### src/rtl/gr8ram_dram_sched.sv
// gr8ram_dram_sched: DRAM cycle sequencer/arbiter for the GR8RAM card.
// Tracks the Apple II bus phase as a C7M-rate state counter S. It shares the
// DRAM between slot accesses (S4..S6) and CBR refresh (S1..S3), and it drives
// every RAS/CAS/ASel strobe from registers.
// Optional feature: define GR8RAM_REF_BURST_EN to let an idle access slot run
// a second CBR refresh whenever refreshes are still owed.
module gr8ram_dram_sched #(
    parameter int REF_INTERVAL = 13,  // S1 entries per owed refresh (2..255)
    parameter int REF_MAX_PEND = 4    // owed-refresh saturation (1..7)
) (
    input  logic       C7M,
    input  logic       nRES,
    input  logic       PHI1,
    input  logic       req,
    input  logic       wr,
    input  logic       bank,
    output logic       nRAS,
    output logic       nCAS0,
    output logic       nCAS1,
    output logic       ASel,
    output logic       busy,
    output logic       done,
    output logic       aborted,
    output logic [2:0] ref_pend
);

    // Bus-phase states; 0 means not yet synchronised to PHI1.
    localparam logic [2:0] S_IDLE = 3'd0;
    localparam logic [2:0] S1     = 3'd1;
    localparam logic [2:0] S2     = 3'd2;
    localparam logic [2:0] S3     = 3'd3;
    localparam logic [2:0] S4     = 3'd4;
    localparam logic [2:0] S5     = 3'd5;
    localparam logic [2:0] S6     = 3'd6;
    localparam logic [2:0] S7     = 3'd7;

    // Which DRAM cycle owns the current slot.
    localparam logic [1:0] SLOT_NONE  = 2'd0;
    localparam logic [1:0] SLOT_REF   = 2'd1;
    localparam logic [1:0] SLOT_ACC   = 2'd2;
    localparam logic [1:0] SLOT_BURST = 2'd3;

    localparam logic [7:0] TICK_LAST = 8'(REF_INTERVAL - 1);
    localparam logic [2:0] PEND_MAX  = 3'(REF_MAX_PEND);

    logic [2:0] s, s_nx;
    logic       phi1_q, phi0seen, sync, late;
    logic [7:0] tick, tick_nx;
    logic       tick_wrap, ref_take, burst_take;
    logic [2:0] pend_nx;
    logic [1:0] slot, slot_nx;
    logic       acc_wr, acc_bank, acc_wr_nx, acc_bank_nx;
    logic       ras_nx, cas0_nx, cas1_nx, asel_nx, busy_nx, done_nx, abort_nx;
    logic       acc_cas;

    // Next-state logic: phase tracking, refresh bookkeeping, slot choice.
    always_comb begin
        sync = PHI1 & ~phi1_q & phi0seen;
        late = (s >= S4) && (s <= S6);

        if (sync)              s_nx = S1;
        else if (s == S_IDLE)  s_nx = S_IDLE;
        else if (s == S7)      s_nx = S7;
        else                   s_nx = s + 3'd1;

        tick_nx   = tick;
        tick_wrap = 1'b0;
        if (sync) begin
            if (tick == TICK_LAST) begin
                tick_nx   = 8'd0;
                tick_wrap = 1'b1;
            end else begin
                tick_nx = tick + 8'd1;
            end
        end

        // A resync that cuts S4..S6 short skips this S1 refresh; it stays owed.
        ref_take = sync && !late && (ref_pend != 3'd0);
`ifdef GR8RAM_REF_BURST_EN
        burst_take = !sync && (s == S3) && !req && (ref_pend != 3'd0);
`else
        burst_take = 1'b0;
`endif

        pend_nx = ref_pend;
        if (tick_wrap && !ref_take) begin
            if (ref_pend != PEND_MAX) pend_nx = ref_pend + 3'd1;
        end else if (!tick_wrap && (ref_take || burst_take)) begin
            pend_nx = ref_pend - 3'd1;
        end

        slot_nx     = slot;
        acc_wr_nx   = acc_wr;
        acc_bank_nx = acc_bank;
        if (sync) begin
            slot_nx = ref_take ? SLOT_REF : SLOT_NONE;
        end else if (s == S3) begin
            if (req) begin
                slot_nx     = SLOT_ACC;
                acc_wr_nx   = wr;
                acc_bank_nx = bank;
            end else if (burst_take) begin
                slot_nx = SLOT_BURST;
            end else begin
                slot_nx = SLOT_NONE;
            end
        end else if (s_nx == S7) begin
            slot_nx = SLOT_NONE;
        end

        done_nx  = !sync && (s == S6) && (slot == SLOT_ACC);
        abort_nx = sync && (slot == SLOT_ACC);
    end

    // Strobe decode from the next state so registered pins line up with S.
    always_comb begin
        ras_nx  = 1'b1;
        cas0_nx = 1'b1;
        cas1_nx = 1'b1;
        asel_nx = 1'b0;
        acc_cas = 1'b0;
        busy_nx = (slot_nx != SLOT_NONE);
        case (slot_nx)
            SLOT_REF: begin
                if (s_nx == S1 || s_nx == S2) begin
                    cas0_nx = 1'b0;
                    cas1_nx = 1'b0;
                end
                if (s_nx == S2 || s_nx == S3) ras_nx = 1'b0;
            end
            SLOT_ACC: begin
                if (s_nx >= S4 && s_nx <= S6) ras_nx = 1'b0;
                asel_nx = (s_nx == S5) || (s_nx == S6);
                // Writes use late CAS so data is valid before the strobe.
                acc_cas = acc_wr_nx ? (s_nx == S6) : ((s_nx == S5) || (s_nx == S6));
                if (acc_bank_nx) cas1_nx = ~acc_cas;
                else             cas0_nx = ~acc_cas;
            end
            SLOT_BURST: begin
                if (s_nx == S4 || s_nx == S5) begin
                    cas0_nx = 1'b0;
                    cas1_nx = 1'b0;
                end
                if (s_nx == S5 || s_nx == S6) ras_nx = 1'b0;
            end
            default: ;
        endcase
    end

    // Sequencer state registers.
    always_ff @(posedge C7M or negedge nRES) begin
        if (!nRES) begin
            s        <= S_IDLE;
            phi1_q   <= 1'b0;
            phi0seen <= 1'b0;
            tick     <= 8'd0;
            ref_pend <= 3'd0;
            slot     <= SLOT_NONE;
            acc_wr   <= 1'b0;
            acc_bank <= 1'b0;
        end else begin
            s        <= s_nx;
            phi1_q   <= PHI1;
            phi0seen <= phi0seen | ~PHI1;
            tick     <= tick_nx;
            ref_pend <= pend_nx;
            slot     <= slot_nx;
            acc_wr   <= acc_wr_nx;
            acc_bank <= acc_bank_nx;
        end
    end

    // Registered DRAM pins and status pulses.
    always_ff @(posedge C7M or negedge nRES) begin
        if (!nRES) begin
            nRAS    <= 1'b1;
            nCAS0   <= 1'b1;
            nCAS1   <= 1'b1;
            ASel    <= 1'b0;
            busy    <= 1'b0;
            done    <= 1'b0;
            aborted <= 1'b0;
        end else begin
            nRAS    <= ras_nx;
            nCAS0   <= cas0_nx;
            nCAS1   <= cas1_nx;
            ASel    <= asel_nx;
            busy    <= busy_nx;
            done    <= done_nx;
            aborted <= abort_nx;
        end
    end

endmodule

### config.mk
export PLATFORM = sky130hd
export DESIGN_NAME = gr8ram_dram_sched
export DESIGN_NICKNAME = d
export VERILOG_FILES = /design/src/rtl/gr8ram_dram_sched.sv
export SDC_FILE = /design/constraint.sdc
export NUM_CORES = 1
export LEC_CHECK = 0
export ABC_CLOCK_PERIOD_IN_PS = 5000
export CAP_MARGIN = 40
export CORE_AREA = 2 2 58 60
export DETAILED_ROUTE_END_ITERATION = 12
export DIE_AREA = 0 0 60 62
export GPL_TIMING_DRIVEN = 0
export PLACE_DENSITY = 0.73
export SYNTH_ARGS = -nofsm -noshare
export SYNTH_HDL_FRONTEND = slang
export SYNTH_SLANG_ARGS = --single-unit
### constraint.sdc
create_clock -name C7M -period 5 [get_ports C7M]
set_clock_uncertainty 0.15 [all_clocks]
set_input_delay 0.5 -clock C7M [delete_from_list [all_inputs] [get_ports C7M]]
set_output_delay 0.5 -clock C7M [all_outputs]
set_load 0.01 [all_outputs]
==> results by group <==
Global route
  – Vias in the first global route: 1124
  – Overall Global Routing Usage: 17.79%
  – Initial antenna violation count: 0
  – Largest net degree at the start of global routing: 19
  – Grt ovf: 0
  – First-pass GRT wire length: 4.968 mm

Logic synthesis
  – Synth top cells by count: dfrtp_1 (24), nand2_1 (16), inv_1 (10)
  – Synth area leader: dfrtp_1
  – Synth unique cells: 46
  – Synth warnings: 0
  – Cell with the most instances after synthesis: dfrtp_1
  – Post-synth ARST share: 100.0%
  – Syn nets: 158
  – Yosys reg bits: 27
  – EDFF count, synth: 0
  – Cell area after synthesis: 0.001478 mm²
  – Synth top area share: 40.64%
  – Synthesized area per cell: 10.05 µm²
  – Synth area leaders: dfrtp_1 (41%), dfstp_2 (5.3%), nand2_1 (4.1%)
  – Post-synthesis sequential area ratio: 45.98%
  – Mapped Cells: 147
  – Primary FF master, synth: dfrtp_1

Setup path
  – Critical Setup Path Class: input port to flip-flop
  – Startpoint Class: input port
  – Crit-path max FO: 10
  – Critical Path Max Stage Delay: 0.51 ns
  – Req. time, crit path: 5.07 ns
  – Most used cell, CP: a31oi_1
  – Crit path arrival time: 2.71 ns
  – CP Capture Type: flip-flop
  – Largest delay contributor family on the critical path: buffers and inverters
  – CP bufs+invs: 3
  – Slowest-stage cell, CP: clkdlybuf4s50_1
  – CP cell instances: clkdlybuf4s50_1 > and3b_1 > buf_6 > clkbuf_1 > nand3_1 > fa_1 > a21o_2 > a31oi_1 > a31oi_1

Drt
  – Antenna viol nets, final: 0
  – Routed WL: 2.895 mm
  – DRC: 0
  – Iter 0 DRT Violations: 40
  – Vias: 1164
  – Routed vias/inst: 5.465
  – Routed wire per std cell: 13.59 µm
  – DR pass1 iterations: 4

Finish
  – Ant diodes: 0
  – Final #Nets: 179
  – # fillers: 279
  – Share of layout cells above drive strength 1: 16.77%
  – Final Non-Filler Cells: 213
  – Footprint of the multi-input gates: 704.4 µm²
  – Register Area: 679.4 µm²
  – Layout Area Growth over Synthesis: 17.78%

STA
  – Max-slew violations: 0
  – Max-slew headroom: 61.14%
  – RSZ-0062 raised after global routing: false
  – Final setup viols: 0
  – Maximum achievable frequency: 378.5 MHz
  – Final setup margin: 2.358 ns
  – Hold Vio Cnt, Final: 0
  – Setup TNS: 0 ns
  – Hold slack: 0.3358 ns
  – Fin crit share: 52.85%
  – Tightest Pin Transition: 0.5811 ns
  – Min Tclk post-route: 2.642 ns

Floorplanning
  – Chip height: 62 µm
  – Core area: 0.003179 mm²
  – Std cell rows: 21
  – Die W: 60 µm
  – Die ar.: 0.003720 mm²
  – Initial Utilization: 46.48%
  – IO Pins: 16

Clocking
  – Root Driver: clkbuf_4
  – CTS buffer count: 3
  – Clock transition at the registers of the reported paths: 0.15 ns
  – Clk buf depth: 2
  – Setup bufs post-CTS: 0
  – Post-CTS sizing: 0
  – TritonCTS clock tree: yes
  – CTS Hold Bufs: 0
  – Clock latency on the worst-skew pair: 0.33 ns
  – H-tree levels: 1
  – Clock Sink Count: 27

Worst hold path
  – HP Class: flip-flop to flip-flop

Placed design
  – PortBufs: 15
  – Placed cells: 209
  – Dpl hpwl: 2.186 mm
  – Final Wtd Congestion: 0.8150
  – Post-place setup slack: 2.012 ns

Power and ir drop
  – Int Pwr: 0.4444 mW
  – Switching power: 0.3014 mW
  – Reg power frac: 42.1%
  – PwrDens: 428.5 mW/mm²
  – P_leak: 0.7488 nW
  – Worst IR Drop VDD: 252.5 µV
  – Comb pwr share: 44.9%
  – Clock power frac: 13.0%
  – Sw Share: 40.41%

Run status
  – Status: completed

Flow run
  – # Max-Cap Violations: 0
routing by layer:
layer	track usage, %	routed length, µm	share of wire (%)	vias to the layer above
li1	-	-	-	557
met1	21.07	1277	44	575
met2	32.30	1478	51	25
met3	2.692	80	2.8	7
met4	7.302	58	2.0	0
met5	0	0	0	-
cells by family after synthesis:
logic type	count (synthesis)	share of synthesized area (%)
AO/OA/AOI/OAI	34	14.90
flip-flops	27	45.98
buffers and inverters	18	6.351
adder cells (fa/ha/maj)	5	4.742
XOR/XNOR	6	3.556
AND/OR/NAND/NOR	52	20.49
multiplexers	5	3.979
layout make-up:
class / instances / share of cell area, %
sequential: 27 / 39.04
timing repair buffer: 16 / 10.21
inverter: 10 / 2.157
clock buffer: 3 / 1.294
tap: 46 / 3.307
multi-input combinational: 102 / 40.47
clock inverter: 1 / 0.2876
buffer: 8 / 3.235
per-stage QoR:
stage          area [µm²]  power (mW)  utilization [%]
2_1_floorplan        1478      0.5589                -
3_3_place_gp         1685      0.6256            53.01
3_5_place_dp         1713      0.6497            53.88
4_1_cts              1740      0.7469            54.74
5_1_grt              1740      0.8090            54.74
6_report             1740      0.7458            54.74
final timing paths:
kind | start | end | slack (ns) | cells past startpoint
setup / recovery | PHI1 | ref_pend[2] | 2.36 | 9
hold / removal | tick[7] | tick[7] | 0.34 | 1
setup reg to reg | phi1_q | ref_pend[2] | 2.60 | 8
hold reg to reg | tick[7] | tick[7] | 0.34 | 1
max in group asynchronous | nRES | tick[7] | 3.85 | 2
min in group asynchronous | nRES | acc_wr | 0.36 | 1
registers in the layout, indices dropped and copies added, names as in the netlist, 2 cells and up:
name	cells
tick	8
s	3
slot	2
ref_pend	3
power by group through the flow:
| stage | clock, mW | sequential, mW | combinational [mW] |
|---|---|---|---|
| floorplan | 0 | 0.310 | 0.249 |
| global placement | 0 | 0.312 | 0.314 |
| detailed placement | 0 | 0.317 | 0.333 |
| CTS | 0.0998 | 0.312 | 0.335 |
| global route | 0.109 | 0.322 | 0.377 |
| finish | 0.0970 | 0.314 | 0.335 |
layout by cell type, fill, tap and decap left out, types with 3 or more instances in the layout:
cell type        netlist  routed
nor2_1                 7       7
nand2_1               16      16
o21ai_0                9       9
a21oi_1                7       7
a21oi_2                3       3
buf_2                  3       3
clkdlybuf4s50_1        0      15
buf_6                  3       3
nand3_1                3       3
a31oi_1                3       3
mux2_2                 3       3
nor3_1                 7       7
clkbuf_4               0       3
inv_1                 10      10
dfrtp_1               24      24
ha_1                   4       4
dfstp_2                3       3
xor2_1                 4       4
Note: power is estimated with default switching activity, not from simulation.
